==> src/rtl/i2s_rx_deser_pkg.sv <==
// rtl/i2s_rx_deser_pkg.sv - shared types and constants for the I2S receive deserializer
//
// Purpose : receiver state enum, default sample/slot widths, overrun counter width.
// Ports   : none (package i2s_pkg).
package i2s_pkg;

   typedef enum logic [1:0] {
      SYNC  = 2'd0,
      LEFT  = 2'd1,
      RIGHT = 2'd2
   } state_t;

   localparam int DEF_DATA_W = 24;
   localparam int DEF_SLOT_W = 32;
   localparam int OVR_CNT_W  = 16;

endpackage

==> src/rtl/i2s_rx_deser_if.sv <==
// rtl/i2s_rx_deser_if.sv - stereo pair output handshake of the I2S receiver
//
// Purpose : carries the received left/right pair with a valid/ready handshake.
// Signals : out_left/out_right - sample pair, out_valid - pair available,
//           out_ready - consumer accepts when out_valid && out_ready.
// Modports: master (receiver side), slave (consumer side).
interface i2s_rx_deser_if
   import i2s_pkg::*;
#(
   parameter int DATA_W = DEF_DATA_W
) ();

   logic [DATA_W-1:0] out_left;
   logic [DATA_W-1:0] out_right;
   logic              out_valid;
   logic              out_ready;

   modport master (
      output out_left,
      output out_right,
      output out_valid,
      input  out_ready
   );

   modport slave (
      input  out_left,
      input  out_right,
      input  out_valid,
      output out_ready
   );

endinterface

==> src/rtl/i2s_rx_deser_slot_shift.sv <==
// rtl/i2s_rx_deser_slot_shift.sv - per-slot MSB-first capture with bit counter
//
// Purpose : collects the first DATA_W bits of a slot MSB first, ignores the rest,
//           zero-fills missing LSBs of a short slot and flags it.
// Ports   : sclk, reset    - bit clock, async active-high reset
//           run            - low clears and holds the capture (receiver not locked)
//           bit_in         - serial bit for this cycle
//           last           - bit_in is the final bit of the slot; slot closes
//           slot_data      - slot value including bit_in (valid when last)
//           slot_short     - slot has fewer than DATA_W bits (valid when last)
module i2s_slot_shift #(
   parameter int DATA_W = 24,
   parameter int SLOT_W = 32
) (
   input  logic              sclk,
   input  logic              reset,
   input  logic              run,
   input  logic              bit_in,
   input  logic              last,
   output logic [DATA_W-1:0] slot_data,
   output logic              slot_short
);

   localparam int CNT_W = $clog2(SLOT_W + 1);
   localparam logic [CNT_W-1:0]  CNT_MAX   = CNT_W'(SLOT_W);
   localparam logic [CNT_W-1:0]  SHORT_LIM = CNT_W'(DATA_W - 1);
   localparam logic [DATA_W-1:0] MSB_ONE   = {1'b1, {(DATA_W-1){1'b0}}};

   logic [CNT_W-1:0]  cnt;
   logic [DATA_W-1:0] shreg;

   // Bit n of the slot lands at position DATA_W-1-n; once cnt reaches DATA_W the
   // mask shifts out to zero, so surplus bits drop and unfilled LSBs stay zero.
   assign slot_data  = bit_in ? (shreg | (MSB_ONE >> cnt)) : shreg;
   // cnt counts bits before the closing one, so DATA_W-1 or more means full.
   assign slot_short = (cnt < SHORT_LIM);

   always_ff @(posedge sclk or posedge reset) begin
      if (reset) begin
         cnt   <= '0;
         shreg <= '0;
      end else if (!run || last) begin
         cnt   <= '0;
         shreg <= '0;
      end else begin
         shreg <= slot_data;
         if (cnt != CNT_MAX) begin
            cnt <= cnt + 1'b1;
         end
      end
   end

endmodule

==> src/rtl/i2s_rx_deser.sv <==
// rtl/i2s_rx_deser.sv - I2S receive deserializer producing stereo sample pairs
//
// Purpose : locks onto ws, captures left and right slots (one-bit I2S delay) and
//           presents each complete frame as a pair with valid/ready handshake.
// Ports   : sclk, reset  - bit clock, async active-high reset
//           ws_in, sd_in - word select (0 left, 1 right) and serial data
//           pair         - i2s_rx_deser_if.master: out_left/out_right/out_valid/out_ready
//           overrun      - pulse: completed frame dropped because pair still held
//           frame_err    - pulse: completed slot shorter than DATA_W bits
//           overrun_cnt  - saturating overrun count, only with I2S_RX_OVERRUN_CNT_EN
module i2s_rx_deser
   import i2s_pkg::*;
#(
   parameter int DATA_W = DEF_DATA_W,
   parameter int SLOT_W = DEF_SLOT_W
) (
   input  logic           sclk,
   input  logic           reset,
   input  logic           ws_in,
   input  logic           sd_in,
   i2s_rx_deser_if.master pair,
   output logic           overrun,
   output logic           frame_err
`ifdef I2S_RX_OVERRUN_CNT_EN
   ,
   output logic [OVR_CNT_W-1:0] overrun_cnt
`endif
);

   state_t            state;
   logic              ws_q;
   logic              sd_q;
   logic              edge_q;
   logic [DATA_W-1:0] left_hold;
   logic [DATA_W-1:0] slot_data;
   logic              slot_short;

   // edge_q marks that sd_q holds the bit sampled on the ws-change edge, i.e. the
   // final bit of the slot that just ended; ws_q already shows the new level.
   i2s_slot_shift #(
      .DATA_W (DATA_W),
      .SLOT_W (SLOT_W)
   ) u_slot_shift (
      .sclk       (sclk),
      .reset      (reset),
      .run        (state != SYNC),
      .bit_in     (sd_q),
      .last       (edge_q),
      .slot_data  (slot_data),
      .slot_short (slot_short)
   );

   always_ff @(posedge sclk or posedge reset) begin
      if (reset) begin
         state          <= SYNC;
         ws_q           <= 1'b0;
         sd_q           <= 1'b0;
         edge_q         <= 1'b0;
         left_hold      <= '0;
         pair.out_left  <= '0;
         pair.out_right <= '0;
         pair.out_valid <= 1'b0;
         overrun        <= 1'b0;
         frame_err      <= 1'b0;
`ifdef I2S_RX_OVERRUN_CNT_EN
         overrun_cnt    <= '0;
`endif
      end else begin
         ws_q      <= ws_in;
         sd_q      <= sd_in;
         edge_q    <= ws_in ^ ws_q;
         overrun   <= 1'b0;
         frame_err <= 1'b0;

         if (pair.out_valid && pair.out_ready) begin
            pair.out_valid <= 1'b0;
         end

         case (state)
            SYNC: begin
               if (edge_q && !ws_q) begin
                  state <= LEFT;
               end
            end
            LEFT: begin
               if (edge_q) begin
                  state     <= RIGHT;
                  left_hold <= slot_data;
                  frame_err <= slot_short;
               end
            end
            RIGHT: begin
               if (edge_q) begin
                  state     <= LEFT;
                  frame_err <= slot_short;
                  // A pair accepted this cycle frees the output for the new one.
                  if (!pair.out_valid || pair.out_ready) begin
                     pair.out_left  <= left_hold;
                     pair.out_right <= slot_data;
                     pair.out_valid <= 1'b1;
                  end else begin
                     overrun <= 1'b1;
`ifdef I2S_RX_OVERRUN_CNT_EN
                     if (overrun_cnt != '1) begin
                        overrun_cnt <= overrun_cnt + 1'b1;
                     end
`endif
                  end
               end
            end
            default: state <= SYNC;
         endcase
      end
   end

endmodule

==> src/flat_wrapper.sv <==
// flat-port wrapper written by rule: the top's interface ports become plain ports
module i2s_rx_deser_flat import i2s_pkg::*;
#(
   parameter int DATA_W = DEF_DATA_W,
   parameter int SLOT_W = DEF_SLOT_W
)
  (sclk, reset, ws_in, sd_in, overrun, frame_err, pair_out_left, pair_out_right, pair_out_valid, pair_out_ready);
  i2s_rx_deser_if #(.DATA_W(DATA_W)) pair_i ();
  input  logic sclk;
  input  logic reset;
  input  logic ws_in;
  input  logic sd_in;
  output logic overrun;
  output logic frame_err;
  output wire logic [$bits(pair_i.out_left)-1:0] pair_out_left;
  output wire logic [$bits(pair_i.out_right)-1:0] pair_out_right;
  output wire logic [$bits(pair_i.out_valid)-1:0] pair_out_valid;
  input wire logic [$bits(pair_i.out_ready)-1:0] pair_out_ready;
  assign pair_out_left = pair_i.out_left;
  assign pair_out_right = pair_i.out_right;
  assign pair_out_valid = pair_i.out_valid;
  assign pair_i.out_ready = pair_out_ready;
  i2s_rx_deser #(.DATA_W(DATA_W), .SLOT_W(SLOT_W)) u_core (.sclk(sclk), .reset(reset), .ws_in(ws_in), .sd_in(sd_in), .pair(pair_i), .overrun(overrun), .frame_err(frame_err));
endmodule
==> config.mk <==
export PLATFORM = sky130hd
export DESIGN_NAME = i2s_rx_deser_flat
export DESIGN_NICKNAME = d
export VERILOG_FILES = /design/src/rtl/i2s_rx_deser_pkg.sv /design/src/rtl/i2s_rx_deser_if.sv /design/src/rtl/i2s_rx_deser_slot_shift.sv /design/src/rtl/i2s_rx_deser.sv /design/src/flat_wrapper.sv
export SDC_FILE = /design/constraint.sdc
export NUM_CORES = 1
export LEC_CHECK = 0
export BUFFER_PORTS_ARGS = -buffer_cell sky130_fd_sc_hd__clkbuf_2
export CORE_MARGIN = 10
export CORE_UTILIZATION = 51
export DETAILED_ROUTE_END_ITERATION = 7
export GPL_TIMING_DRIVEN = 1
export HOLD_SLACK_MARGIN = 0.08
export PLACE_DENSITY = 0.72
export SLEW_MARGIN = 40
export SYNTH_ARGS = -nofsm -noshare
export SYNTH_HDL_FRONTEND = slang
export SYNTH_SLANG_ARGS = --single-unit
==> constraint.sdc <==
create_clock -name sclk -period 2.9 [get_ports sclk]
set_input_delay 0 -clock sclk [delete_from_list [all_inputs] [get_ports sclk]]
set_output_delay 0 -clock sclk [all_outputs]
set_load 0.005 [all_outputs]
==> results.json <==
{
  "port_buffers": 55,
  "final_max_slew_viol_count": 0,
  "die_h_um": 113,
  "drc": 0,
  "async_flop_share": 1.00,
  "syn_area_sq_um": 4390,
  "drv_cap": 0,
  "rows": 33,
  "critPathMaxFanout": 25,
  "final_common_cell": "dfrtp_1",
  "initial_core_util": 0.529,
  "synth_cell_types": 35,
  "utilization": 0.600,
  "cts_buffers": 9,
  "dieArea_sq_um": 12700,
  "avgSynthCellArea_sq_um": 12.1,
  "r2r_cells": 6,
  "crit_chain": "inv_1 -> ha_1 -> nand2_2 -> nor2b_4 -> buf_4 -> mux2_2",
  "grt_util_all_layers": 0.136,
  "min_path_type": "in2async",
  "worst_pin_slew_ns": 0.585,
  "leakage_nw": 2.43,
  "layoutNonFillerInstCount": 531,
  "reg2reg_from": "u_core.state[0]",
  "die_x_um": 113,
  "min_period_ns": 1.88,
  "ctsResizeCount": 0,
  "drive_gt1_frac": 0.251,
  "clockRootBuffer": "clkbuf_8",
  "synth-main-ff-cell": "dfrtp_1",
  "slew_headroom": 0.609,
  "core_area_sq_um": 8300,
  "grt_pass1_wl_mm": 14.3,
  "n_fill_cell": 686,
  "fmax_ghz": 0.532,
  "rsz0062_at_grt": "no",
  "final_cell_mix": "110 x dfrtp_1, 55 x clkbuf_2, 34 x nor2_1, 29 x inv_1, 27 x a21oi_1",
  "clock-sinks": 110,
  "vias": 2714,
  "ys_warn_count": 0,
  "critPathLaunchType": "flop",
  "layout.nets": 437,
  "p_per_area_nw_per_um2": 733,
  "antenna_left": 0,
  "critPathCaptureType": "flop",
  "clock_path_buffers": 2,
  "crit_family": "buffers and inverters",
  "ys_ff_latch": 110,
  "finalSetupViolCount": 0,
  "status": "finished, final reports clean",
  "regArea_sq_um": 2750,
  "grt_max_degree": 58,
  "detail_route.iter0.violations": 94,
  "syn_to_final_growth_pct": 13.4,
  "criticalPathCategory": "reg2reg",
  "fin_hold_ws_ns": 0.109,
  "tns_ns": 0,
  "antenna_found_initial": 0,
  "syn_nets": 378,
  "r2r_slack_ns": 1.02,
  "worstPathRequired_ns": 3.16,
  "insertion_delay_ns": 0.37,
  "post-route-period-util": 0.648,
  "cts_setup_buffers": 0,
  "grt_pass1_vias": 2786,
  "final_cell_area_sq_um": 4980,
  "worst-path-buf-inv": 2,
  "peakVddDrop_v": 0.000488,
  "cts_tree": "built",
  "dp_hpwl_mm": 5.84,
  "antenna_cells": 0,
  "avgRoutedWirePerCell_um": 15.6,
  "clk_pin_slew_ns": 0.10,
  "crit_arrival_ns": 2.14,
  "postPlaceCellArea_sq_um": 4750,
  "io_pins": 56,
  "cp_slowest_cell": "dfrtp_1",
  "multiInputGateArea_sq_um": 1430,
  "gp_congestion": 0.767,
  "dpl.cell_count": 510,
  "routed_via_density": 5.11,
  "r2r_end": "u_core.pair.out_left[21]",
  "drt_wl_total_mm": 8.28,
  "skew_ns": 0.00998,
  "dr.pass1.iters": 4,
  "htreeDepth": 3,
  "synthCells": 362,
  "finalHoldViolations": 0,
  "ys_seq_area_frac": 0.627,
  "synth_enable_flop_cells": 0,
  "slowest_delay_ns": 0.43,
  "overflow": 0
}
==> worst reg2reg max path, delay by kind of cell (launching register included) <==
| family | cells | cell delay [ns] |
|---|---|---|
| buffers and inverters | 2 | 0.48 |
| AND/OR/NAND/NOR | 2 | 0.24 |
| multiplexers | 1 | 0.41 |
| flip-flops | 1 | 0.43 |
| adder cells (fa/ha/maj) | 1 | 0.23 |
==> Yosys cell counts (2+ instances only) <==
library cell / n / area [sq um]
a21oi_1: 27 / 135
a31oi_1: 6 / 37.5
and2_1: 2 / 12.5
and4b_1: 2 / 20.0
and4bb_2: 3 / 37.5
buf_2: 6 / 30.0
buf_4: 3 / 22.5
buf_6: 3 / 33.8
clkbuf_1: 4 / 15.0
dfrtp_1: 110 / 2750
ha_1: 11 / 138
inv_1: 30 / 113
mux2_1: 2 / 22.5
mux2_2: 23 / 259
mux2i_1: 25 / 250
nand2_1: 24 / 90.1
nand3_1: 3 / 15.0
nor2_1: 34 / 128
nor2b_1: 5 / 31.3
nor3_1: 3 / 15.0
nor3b_2: 2 / 25.0
o21ai_0: 19 / 95.1
xor2_1: 3 / 26.3
==> what timing repair did <==
item                                    4_1_cts  5_1_grt
hold buffers                                  4        0
endpoints found under the setup margin        0        0
hold endpoints to repair                     37        0
==> layout make-up <==
| class | count | area share |
|---|---|---|
| clock buffer | 11 | 0.0264 |
| clock inverter | 5 | 0.00854 |
| inverter | 30 | 0.0234 |
| multi-input combinational | 206 | 0.287 |
| sequential | 110 | 0.553 |
| tap | 105 | 0.0264 |
| timing repair buffer | 64 | 0.0759 |
==> report_power, final <==
group          switching (W)  internal, W
sequential          0.000144      0.00177
clock               0.000516     0.000323
combinational       0.000508     0.000390
==> worst max path at each step <==
stage                     from                        to  depth (start not counted)
2_1_floorplan  u_core.state[0]  u_core.pair.out_left[10]                          6
3_3_place_gp   u_core.state[0]  u_core.pair.out_left[12]                          6
3_5_place_dp   u_core.state[0]  u_core.pair.out_left[21]                          6
4_1_cts        u_core.state[0]  u_core.pair.out_left[21]                          6
5_1_grt        u_core.state[0]  u_core.pair.out_left[10]                          6
6_report       u_core.state[0]  u_core.pair.out_left[21]                          6
==> kinds of logic (layout without fill, tap and decap cells) <==
| kind of cell | Yosys count | count (layout) | share of synthesized area |
|---|---|---|---|
| buffers and inverters | 46 | 110 | 0.0487 |
| AOI/OAI and AO/OA | 56 | 56 | 0.0672 |
| muxes | 50 | 50 | 0.121 |
| and+or+nand+nor | 86 | 86 | 0.0991 |
| DFF | 110 | 110 | 0.627 |
| xor gates and xnor gates | 3 | 3 | 0.00598 |
| adders and majority gates | 11 | 11 | 0.0313 |
==> layer usage <==
| layer | wire length, um | up-vias | global-route usage |
|---|---|---|---|
| li1 | - | 1322 | - |
| met1 | 3870 | 1334 | 0.182 |
| met2 | 3950 | 49 | 0.207 |
| met3 | 376 | 9 | 0.0386 |
| met4 | 85 | 0 | 0.0457 |
| met5 | 0 | - | 0 |
==> sequential cells by signal, summed over array words and instances (netlist names) <==
register	cells
u_core.sd_q	1
u_core.state	2
u_core.pair.out_valid	1
u_core.u_slot_shift.shreg	24
u_core.pair.out_right	24
u_core.pair.out_left	24
u_core.ws_q	1
u_core.left_hold	24
u_core.overrun	1
u_core.frame_err	1
u_core.u_slot_shift.cnt	6
u_core.edge_q	1
==> per-stage QoR <==
step           power [W]  setup WS [ns]
2_1_floorplan    0.00254           1.37
3_3_place_gp     0.00281           1.10
3_5_place_dp     0.00286           1.03
4_1_cts          0.00370           1.03
5_1_grt          0.00390          0.943
6_report         0.00365           1.02
No activity file was read; power rests on OpenSTA's default activity.
